## config.mk

```make
export PLATFORM = sky130hd
export DESIGN_NAME = sdram_probe_clear
export DESIGN_NICKNAME = d
export VERILOG_FILES = /design/src/rtl/sdram_probe_clear.sv
export SDC_FILE = /design/constraint.sdc
export NUM_CORES = 1
export LEC_CHECK = 0
export CELL_PAD_IN_SITES_DETAIL_PLACEMENT = 0
export CELL_PAD_IN_SITES_GLOBAL_PLACEMENT = 1
export CORE_MARGIN = 8
export CORE_UTILIZATION = 42
export DETAILED_ROUTE_END_ITERATION = 8
export MAX_ROUTING_LAYER = met4
export PLACE_DENSITY_LB_ADDON = 0.05
export SYNTH_ARGS = -nofsm -noshare
export SYNTH_HDL_FRONTEND = slang
export SYNTH_SLANG_ARGS = --single-unit
```

## constraint.sdc

```tcl
create_clock -name clk_sys -period 2.5 [get_ports clk_sys]
set_input_delay 0.5 -clock clk_sys [delete_from_list [all_inputs] [get_ports clk_sys]]
set_output_delay 0.5 -clock clk_sys [all_outputs]
set_load 0.1 [all_outputs]
```

## src/rtl/sdram_probe_clear.sv

```systemverilog
// sdram_probe_clear: sequencer in front of the SDRAM controller request port.
// After the controller reports ready it detects the installed module size by an
// aliasing test. It then zero-fills the detected range. It publishes size flags
// and a clear-progress status.
//
// Build option: define SDRAM_PROBE_VERIFY_EN to add a read-back sweep after the
// clear that flags any nonzero word on err. Without it err is tied low.
//
// Ports:
//   clk_sys    system clock
//   RESET      synchronous active-high reset
//   sd_ready   controller idle/ready
//   sd_dout    controller read data, valid while sd_ready is high after a read
//   sd_addr    request word address (registered with the strobe)
//   sd_din     request write data (registered with the strobe)
//   sd_we      write strobe, single-cycle pulse
//   sd_rd      read strobe, single-cycle pulse
//   size_cfg   [2] full 2^ADDR_W, [1] half, [0] quarter size present
//   cfg_valid  size_cfg is final
//   clr_busy   zero-fill (and read-back, if built in) in progress
//   clr_done   zero-fill complete, sticky until RESET
//   err        read-back found a nonzero word (verify builds only)
module sdram_probe_clear #(
    parameter int unsigned ADDR_W    = 27,
    parameter int unsigned CLR_PAUSE = 0
) (
    input  logic              clk_sys,
    input  logic              RESET,
    input  logic              sd_ready,
    input  logic [15:0]       sd_dout,
    output logic [ADDR_W-1:0] sd_addr,
    output logic [15:0]       sd_din,
    output logic              sd_we,
    output logic              sd_rd,
    output logic [2:0]        size_cfg,
    output logic              cfg_valid,
    output logic              clr_busy,
    output logic              clr_done,
    output logic              err
);

    localparam logic [ADDR_W-1:0] PA = ADDR_W'(1) << (ADDR_W - 1);
    localparam logic [ADDR_W-1:0] PB = ADDR_W'(1) << (ADDR_W - 2);
    localparam logic [ADDR_W-1:0] PC = '0;
    localparam logic [ADDR_W-1:0] PD = ADDR_W'(1) << (ADDR_W - 3);

    localparam logic [15:0] DAT_A = 16'd3128;
    localparam logic [15:0] DAT_B = 16'd2064;
    localparam logic [15:0] DAT_C = 16'd1032;
    localparam logic [15:0] DAT_D = 16'd12345;

    // Counter is one bit wider than the address so the top word never wraps.
    localparam logic [ADDR_W:0] ONE     = (ADDR_W + 1)'(1);
    localparam logic [ADDR_W:0] CT_FULL = (ONE << ADDR_W) - ONE;
    localparam logic [ADDR_W:0] CT_HALF = (ONE << (ADDR_W - 1)) - ONE;
    localparam logic [ADDR_W:0] CT_QTR  = (ONE << (ADDR_W - 2)) - ONE;

    typedef enum logic [3:0] {
        StWaitInit,
        StWA,
        StWB,
        StWC,
        StWD,
        StRA,
        StRB,
        StRC,
        StClear,
`ifdef SDRAM_PROBE_VERIFY_EN
        StVerify,
`endif
        StDone
    } state_e;

    // Each access walks Issue -> Gap -> (Sample for reads | Pause for clears).
    typedef enum logic [1:0] {PhIssue, PhGap, PhSample, PhPause} phase_e;

    state_e            state;
    state_e            next_st;
    phase_e            phase;
    logic [ADDR_W:0]   cnt;
    logic [ADDR_W:0]   ct;
    logic [31:0]       pause_cnt;
    logic [ADDR_W-1:0] req_addr;
    logic [15:0]       req_din;
    logic              req_rd;

    // Request contents and successor for the current step.
    always_comb begin
        req_addr = '0;
        req_din  = '0;
        req_rd   = 1'b0;
        next_st  = StDone;
        unique case (state)
            StWA:    begin req_addr = PA; req_din = DAT_A; next_st = StWB; end
            StWB:    begin req_addr = PB; req_din = DAT_B; next_st = StWC; end
            StWC:    begin req_addr = PC; req_din = DAT_C; next_st = StWD; end
            StWD:    begin req_addr = PD; req_din = DAT_D; next_st = StRA; end
            StRA:    begin req_addr = PA; req_rd = 1'b1;   next_st = StRB; end
            StRB:    begin req_addr = PB; req_rd = 1'b1;   next_st = StRC; end
            StRC:    begin req_addr = PC; req_rd = 1'b1;   next_st = StClear; end
            StClear: req_addr = cnt[ADDR_W-1:0];
`ifdef SDRAM_PROBE_VERIFY_EN
            StVerify: begin req_addr = cnt[ADDR_W-1:0]; req_rd = 1'b1; end
`endif
            default: ;
        endcase
    end

    always_ff @(posedge clk_sys) begin
        if (RESET) begin
            state     <= StWaitInit;
            phase     <= PhIssue;
            cnt       <= '0;
            ct        <= '0;
            pause_cnt <= '0;
            sd_addr   <= '0;
            sd_din    <= '0;
            sd_we     <= 1'b0;
            sd_rd     <= 1'b0;
            size_cfg  <= '0;
            cfg_valid <= 1'b0;
            clr_busy  <= 1'b0;
            clr_done  <= 1'b0;
`ifdef SDRAM_PROBE_VERIFY_EN
            err       <= 1'b0;
`endif
        end else begin
            sd_we <= 1'b0;
            sd_rd <= 1'b0;
            unique case (phase)
                PhIssue: begin
                    if (state == StWaitInit) begin
                        if (sd_ready) state <= StWA;
                    end else if (state != StDone && sd_ready) begin
                        sd_addr <= req_addr;
                        sd_din  <= req_din;
                        sd_we   <= ~req_rd;
                        sd_rd   <= req_rd;
                        phase   <= PhGap;
                    end
                end
                // Controller may still show ready here; it is ignored.
                PhGap: begin
                    if (req_rd) begin
                        phase <= PhSample;
                    end else if (state == StClear) begin
                        if (cnt == ct) begin
                            cnt   <= '0;
                            phase <= PhIssue;
`ifdef SDRAM_PROBE_VERIFY_EN
                            state <= StVerify;
`else
                            state    <= StDone;
                            clr_busy <= 1'b0;
                            clr_done <= 1'b1;
`endif
                        end else begin
                            cnt       <= cnt + ONE;
                            pause_cnt <= '0;
                            phase     <= (CLR_PAUSE == 0) ? PhIssue : PhPause;
                        end
                    end else begin
                        state <= next_st;
                        phase <= PhIssue;
                    end
                end
                PhSample: begin
                    if (sd_ready) begin
                        phase <= PhIssue;
                        unique case (state)
                            StRA: begin
                                size_cfg[2] <= (sd_dout == DAT_A);
                                state       <= StRB;
                            end
                            StRB: begin
                                size_cfg[1] <= (sd_dout == DAT_B);
                                state       <= StRC;
                            end
                            StRC: begin
                                size_cfg[0] <= (sd_dout == DAT_C);
                                cfg_valid   <= 1'b1;
                                if (size_cfg[2] || size_cfg[1] || sd_dout == DAT_C) begin
                                    ct       <= size_cfg[2] ? CT_FULL :
                                                size_cfg[1] ? CT_HALF : CT_QTR;
                                    cnt      <= '0;
                                    clr_busy <= 1'b1;
                                    state    <= StClear;
                                end else begin
                                    // Nothing answered: no range to clear.
                                    clr_done <= 1'b1;
                                    state    <= StDone;
                                end
                            end
`ifdef SDRAM_PROBE_VERIFY_EN
                            StVerify: begin
                                if (sd_dout != 16'h0) err <= 1'b1;
                                if (cnt == ct) begin
                                    clr_busy <= 1'b0;
                                    clr_done <= 1'b1;
                                    state    <= StDone;
                                end else begin
                                    cnt <= cnt + ONE;
                                end
                            end
`endif
                            default: ;
                        endcase
                    end
                end
                PhPause: begin
                    if (pause_cnt == CLR_PAUSE - 32'd1) phase <= PhIssue;
                    else pause_cnt <= pause_cnt + 32'd1;
                end
                default: phase <= PhIssue;
            endcase
        end
    end

`ifndef SDRAM_PROBE_VERIFY_EN
    assign err = 1'b0;
`endif

endmodule

```

[Word level (Yosys, flattened, before mapping)]
Index checks and enable logic that the tools add are counted.
Operators by class
  add/sub/neg operators: 2
  equal/unequal tests: 33
  bitwise logic cells: 4
  muxes and demuxes: 47
  reduce and logical (&&, ||, !) cells: 23
Operators with widths (number)
  28-bit 2-to-1 mux: 6
  32-bit 2-to-1 mux: 4
  27-bit case mux with 4 select lines: 1
  32-bit case mux with 2 select lines: 1
  14-bit case mux with 4 select lines: 1
  28-bit case mux with 2 select lines: 1
  32-bit by 1-bit adder with 32-bit output, second input constant: 1
  16-bit by 12-bit == test with 1-bit output, second input constant: 2
  32-bit == test, second input constant: 1
  28-bit by 1-bit adder with 28-bit output, second input constant: 1
  28-bit == test: 1
  2-bit inequality test, second input constant: 14
  4-bit case mux with 7 select lines: 1
  27-bit 2-to-1 mux: 1
  26-bit 2-to-1 mux: 1
  4-bit 2-to-1 mux: 6
  4-bit case mux with 3 select lines: 2
  7-bit AND reduction: 3
  16-bit by 11-bit == test with 1-bit output, second input constant: 1
  4-bit by 3-bit == test with 1-bit output, second input constant: 4
  1-bit 2-to-1 mux: 14
  3-bit AND reduction: 4
  2-bit 2-to-1 mux: 5
  4-bit by 2-bit == test with 1-bit output, second input constant: 2
  22 further kinds: 31
Word-level totals
  bits in registers: 145
  output and inout bits: 52

[Longest topological paths before layout]
  word-level depth: 6
  gate-level depth with buffers: 10

[Worst setup path before layout]
Ideal clock, no wire load.
  path type: flip-flop to flip-flop
  start: reg pause_cnt[0]
  end: reg pause_cnt[26]
  data required time: 2.378 ns
  library setup time: 0.122 ns
  buffers on the path: 0
  arrival time: 2.155 ns
  stages on the path, launching flop included: 8
  setup slack: 0.223 ns
  cell sequence: dfxtp_1 ha_1 nand3_2 or4_4 nor4_4 nand4_1 and3_1 a221o_1
On the way
  longest elaborated chain between the ends: 3
RTL lines
  start, declared: line 82  | logic [31:0] pause_cnt;
  start signal, assigned: line 212  | else pause_cnt <= pause_cnt + 32'd1;
  32-bit by 1-bit adder with 32-bit output / 32-bit == test (equally long branches): line 212, 211
  32-bit 2-to-1 mux / 2-bit inequality test (equally long branches)
  32-bit case mux with 2 select lines / 5-bit AND reduction (equally long branches)
Parallel ways exist; a longest one is shown, timed or not. The select of a mux whose other input is x is not followed.
A chain may end at the register's enable or synchronous reset.

[Worst setup path in the final report]
  start: reg cnt[11]
  end: reg pause_cnt[23]
On the way
  longest elaborated chain between the ends: 3
RTL lines
  start, declared: line 80  | logic [ADDR_W:0] cnt;
  start signal, assigned: line 158  | cnt <= cnt + ONE;
  28-bit == test: line 147  | if (cnt == ct) begin
  2-bit inequality test (no source line)
  5-bit AND reduction (no source line)
No other way between the ends.

==> results.yml <==
timing:
  timing.final.ws_setup_ns: 0.1519
  worst_hold_slack_ns: 0.4573
  finalMaxSlewViolations: 0
  fin_skew_ns: 0.007361
  rsz0062_at_grt: "false"
  period_needed_ns: 2.348
  fmax_mhz: 425.9
  fin_crit_sh_pct: 93.93
  slew_headroom_pct: 37.37
  worstMarginPinSlew_ns: 0.9338
  hold_viol_final: 0
  setup_viol: 0
floorplan:
  die_y_um: 131.6
  core_area_mm2: 0.01314
  io_pins: 71
  start_util_pct: 42.72
  die-area_mm2: 0.01732
  fp.dieW_um: 131.6
  row_count: 42
critical_path:
  crit_arrival_ns: 2.62
  worstSetupStartpointType: "flip-flop"
  cpLargestDelayFamily: "simple AND/OR/NAND/NOR gates"
  rrSetupSlack_ns: 0.15
  worstSetupPathType: "reg -> reg"
  rr_worst_depth: 7
  crit_slowest_cell: "or4_1"
  critPathLaunch: "cnt[11]$_SDFFE_PP0P_"
  path_depth: 7
  worstPathRequired_ns: 2.77
  path_max_fanout: 8
  worstReg2RegStart: "cnt[11]$_SDFFE_PP0P_"
  reg2reg_to: "pause_cnt[23]$_SDFFE_PP0P_"
  critPathMaxStageDelay_ns: 0.54
  crit_buf_inv: 1
  end_kind: "flip-flop"
  path_cells: "and4_1, nand4_2, o21ai_1, a31o_2, buf_4, or4_1, a221oi_2"
synth:
  synth_compound_area_share_pct: 20.24
  synth-edff-count: 0
  yosys-top-cells-area: "dfxtp_1 39%, nor2_1 5.3%, a22o_1 3.9%, nand2_1 3.5%, nand4_1 2.7%"
  synth_top_family_by_area: "simple AND/OR/NAND/NOR gates"
  ys_top_cells_by_count: "110 x dfxtp_1, 79 x nor2_1, 52 x nand2_1"
  synth_area_mm2: 0.005613
  synth_mux_area_share_pct: 1.115
  synthAdderAreaFrac_pct: 1.560
  synth_seq_area_share_pct: 39.23
  synth_area_leader_cell: "dfxtp_1"
  ys_ff_latch: 110
  synth_xor_xnor_area_share_pct: 4.213
  ys_async_sr_fraction_pct: 0
  syn_area_per_cell_um2: 8.622
  yosysWarningCount: 0
  syn_inst: 651
  synth.top_cell.area_share_pct: 39.23
  ys_types: 80
  synth.most_common_cell: "dfxtp_1"
  synthSimpleGateAreaFrac_pct: 28.24
  synthFlopType: "dfxtp_1"
route:
  drc: 0
  vias_per_cell: 5.677
  first_iter_violations: 286
  routedWlPerCell_um: 16.63
  dr_total_vias: 5291
  routed_wl_um: 15500
  dr.pass1.iters: 5
  ant_nets: 0
global_routing:
  grt_max_degree: 25
  overflow: 0
  grt_use_met2_pct: 30.35
  antenna_found_initial: 0
  grt_pass1_wl_um: 26080
  grt_pass1_vias: 5285
  grt_usage_pct: 18.40
  grt.busiest_layer: "met2"
  grt_util_met3_pct: 4.306
  met1_usage_pct: 21.74
clock_tree:
  clk_path_buf_depth: 2
  cts.sinks: 110
  clk_pin_slew_ns: 0.08
  cts_max_level: 3
  clk_latency_ns: 0.36
  cts_tree: "yes"
  numCtsBuffers: 9
  root_buffer: "clkbuf_16"
placement:
  portBuffers: 61
  dpl.hpwl_um: 11490
  dp_worst_setup_slack_ns: -0.08586
  gp_congestion: 0.9070
  dp_cells: 915
min_path:
  min_delay_path_depth: 2
  min_from: "size_cfg[0]$_SDFFE_PP0P_"
  min_delay_worst_endpoint: "size_cfg[0]$_SDFFE_PP0P_"
  worstHoldPathType: "reg -> reg"
outcome:
  status: "finished, final reports clean"
flow_run:
  max-cap-violations: 0
power_and_ir_drop:
  power_mw: 4.480
  ir_worst_vdd_mv: 0.5518
  p_leak_nw: 2.681
  power_density_mw_per_mm2: 638.1
final_layout:
  fin_cells: 932
  final_layout_size_suffix_gt1_share_pct: 20.77
  diodes: 0
  utilization_pct: 53.44
  syn_to_final_growth_pct: 25.08
  final_nets: 777
placed cells by master (no fill, tap or decap), types with 9 or more instances in the layout:
cell | synthesis | final
xnor2_1 | 12 | 12
o31ai_1 | 13 | 13
nor3_1 | 19 | 18
and3_1 | 14 | 14
nand2_1 | 52 | 52
clkbuf_16 | 0 | 9
nand4_1 | 24 | 24
nand2b_1 | 10 | 10
nor2_1 | 79 | 79
inv_1 | 9 | 9
conb_1 | 1 | 9
dfxtp_1 | 110 | 110
xor2_1 | 15 | 15
nand3_1 | 27 | 27
a22o_1 | 25 | 25
a21oi_1 | 29 | 29
a221o_1 | 9 | 9
buf_4 | 12 | 105
and4_1 | 10 | 10
clkdlybuf4s50_1 | 0 | 18
nor4_1 | 14 | 14
worst max path at each step:
stage / endpoint / slack [ns]
2_1_floorplan: pause_cnt[26]$_SDFFE_PP0P_ / 0.22
5_1_grt: pause_cnt[23]$_SDFFE_PP0P_ / 0.05
4_1_cts: pause_cnt[23]$_SDFFE_PP0P_ / 0.11
6_report: pause_cnt[23]$_SDFFE_PP0P_ / 0.15
3_3_place_gp: cnt[6]$_SDFFE_PP0P_ / -0.03
3_5_place_dp: cnt[13]$_SDFFE_PP0P_ / -0.09
state kept, by name, summed over array words and instances, names as in the netlist:
register,flops
phase,2
pause_cnt,32
state,4
sd_addr,27
cnt,28
ct,3
sd_rd,1
cfg_valid,1
sd_we,1
clr_done,1
sd_din,6
clr_busy,1
size_cfg,3
logic make-up after synthesis:
family	after synthesis
simple gates	294
compound gates	147
flops	110
buf+inv	59
xor+xnor	27
fa+ha+maj	7
mux	6
other cells	1
per-stage QoR:
| step | setup TNS, ns | cell area (µm²) |
|---|---|---|
| floorplan | 0 | 5643 |
| global placement | -0.1226 | 6701 |
| detailed placement | -0.4220 | 6701 |
| CTS | 0 | 6982 |
| global route | 0 | 7020 |
| finish | 0 | 7020 |
cell type report:
class / count / area [µm²]
Fill cell: 1253 / 6117
Multi-Input combinational cell: 490 / 3172
Sequential cell: 110 / 2202
Timing Repair Buffer: 130 / 1109
Clock buffer: 10 / 229.0
Tap cell: 176 / 220.2
Clock inverter: 6 / 51.30
Inverter: 10 / 37.54
metal layers:
| metal | share of wire [%] | wire length, µm | up-vias |
|---|---|---|---|
| met5 | 0 | 0 | - |
| li1 | - | - | 2619 |
| met2 | 49 | 7593 | 116 |
| met1 | 46 | 7064 | 2535 |
| met4 | 1.4 | 221 | 0 |
| met3 | 4.0 | 616 | 21 |
worst reg2reg max path, stage by stage, from the launching register on:
cell and delay [ns]:
dfxtp_1 0.39, and4_1 0.26, nand4_2 0.11, o21ai_1 0.18
a31o_2 0.35, buf_4 0.16, or4_1 0.54, a221oi_2 0.28
where the power goes:
part           leakage [nW]  internal, mW  switching, mW  total (mW)
registers             0.887          1.79         0.0440        1.83
clock network         0.140         0.696          0.699        1.39
logic                  1.65         0.439          0.814        1.25
timing repair:
item                                    in CTS  in global routing
setup buffers                                0                  1
endpoints found under the setup margin       0                 42
gates resized for setup                      0                  3
hold buffers                                 0                  0
(Power assumes the default switching activity.)
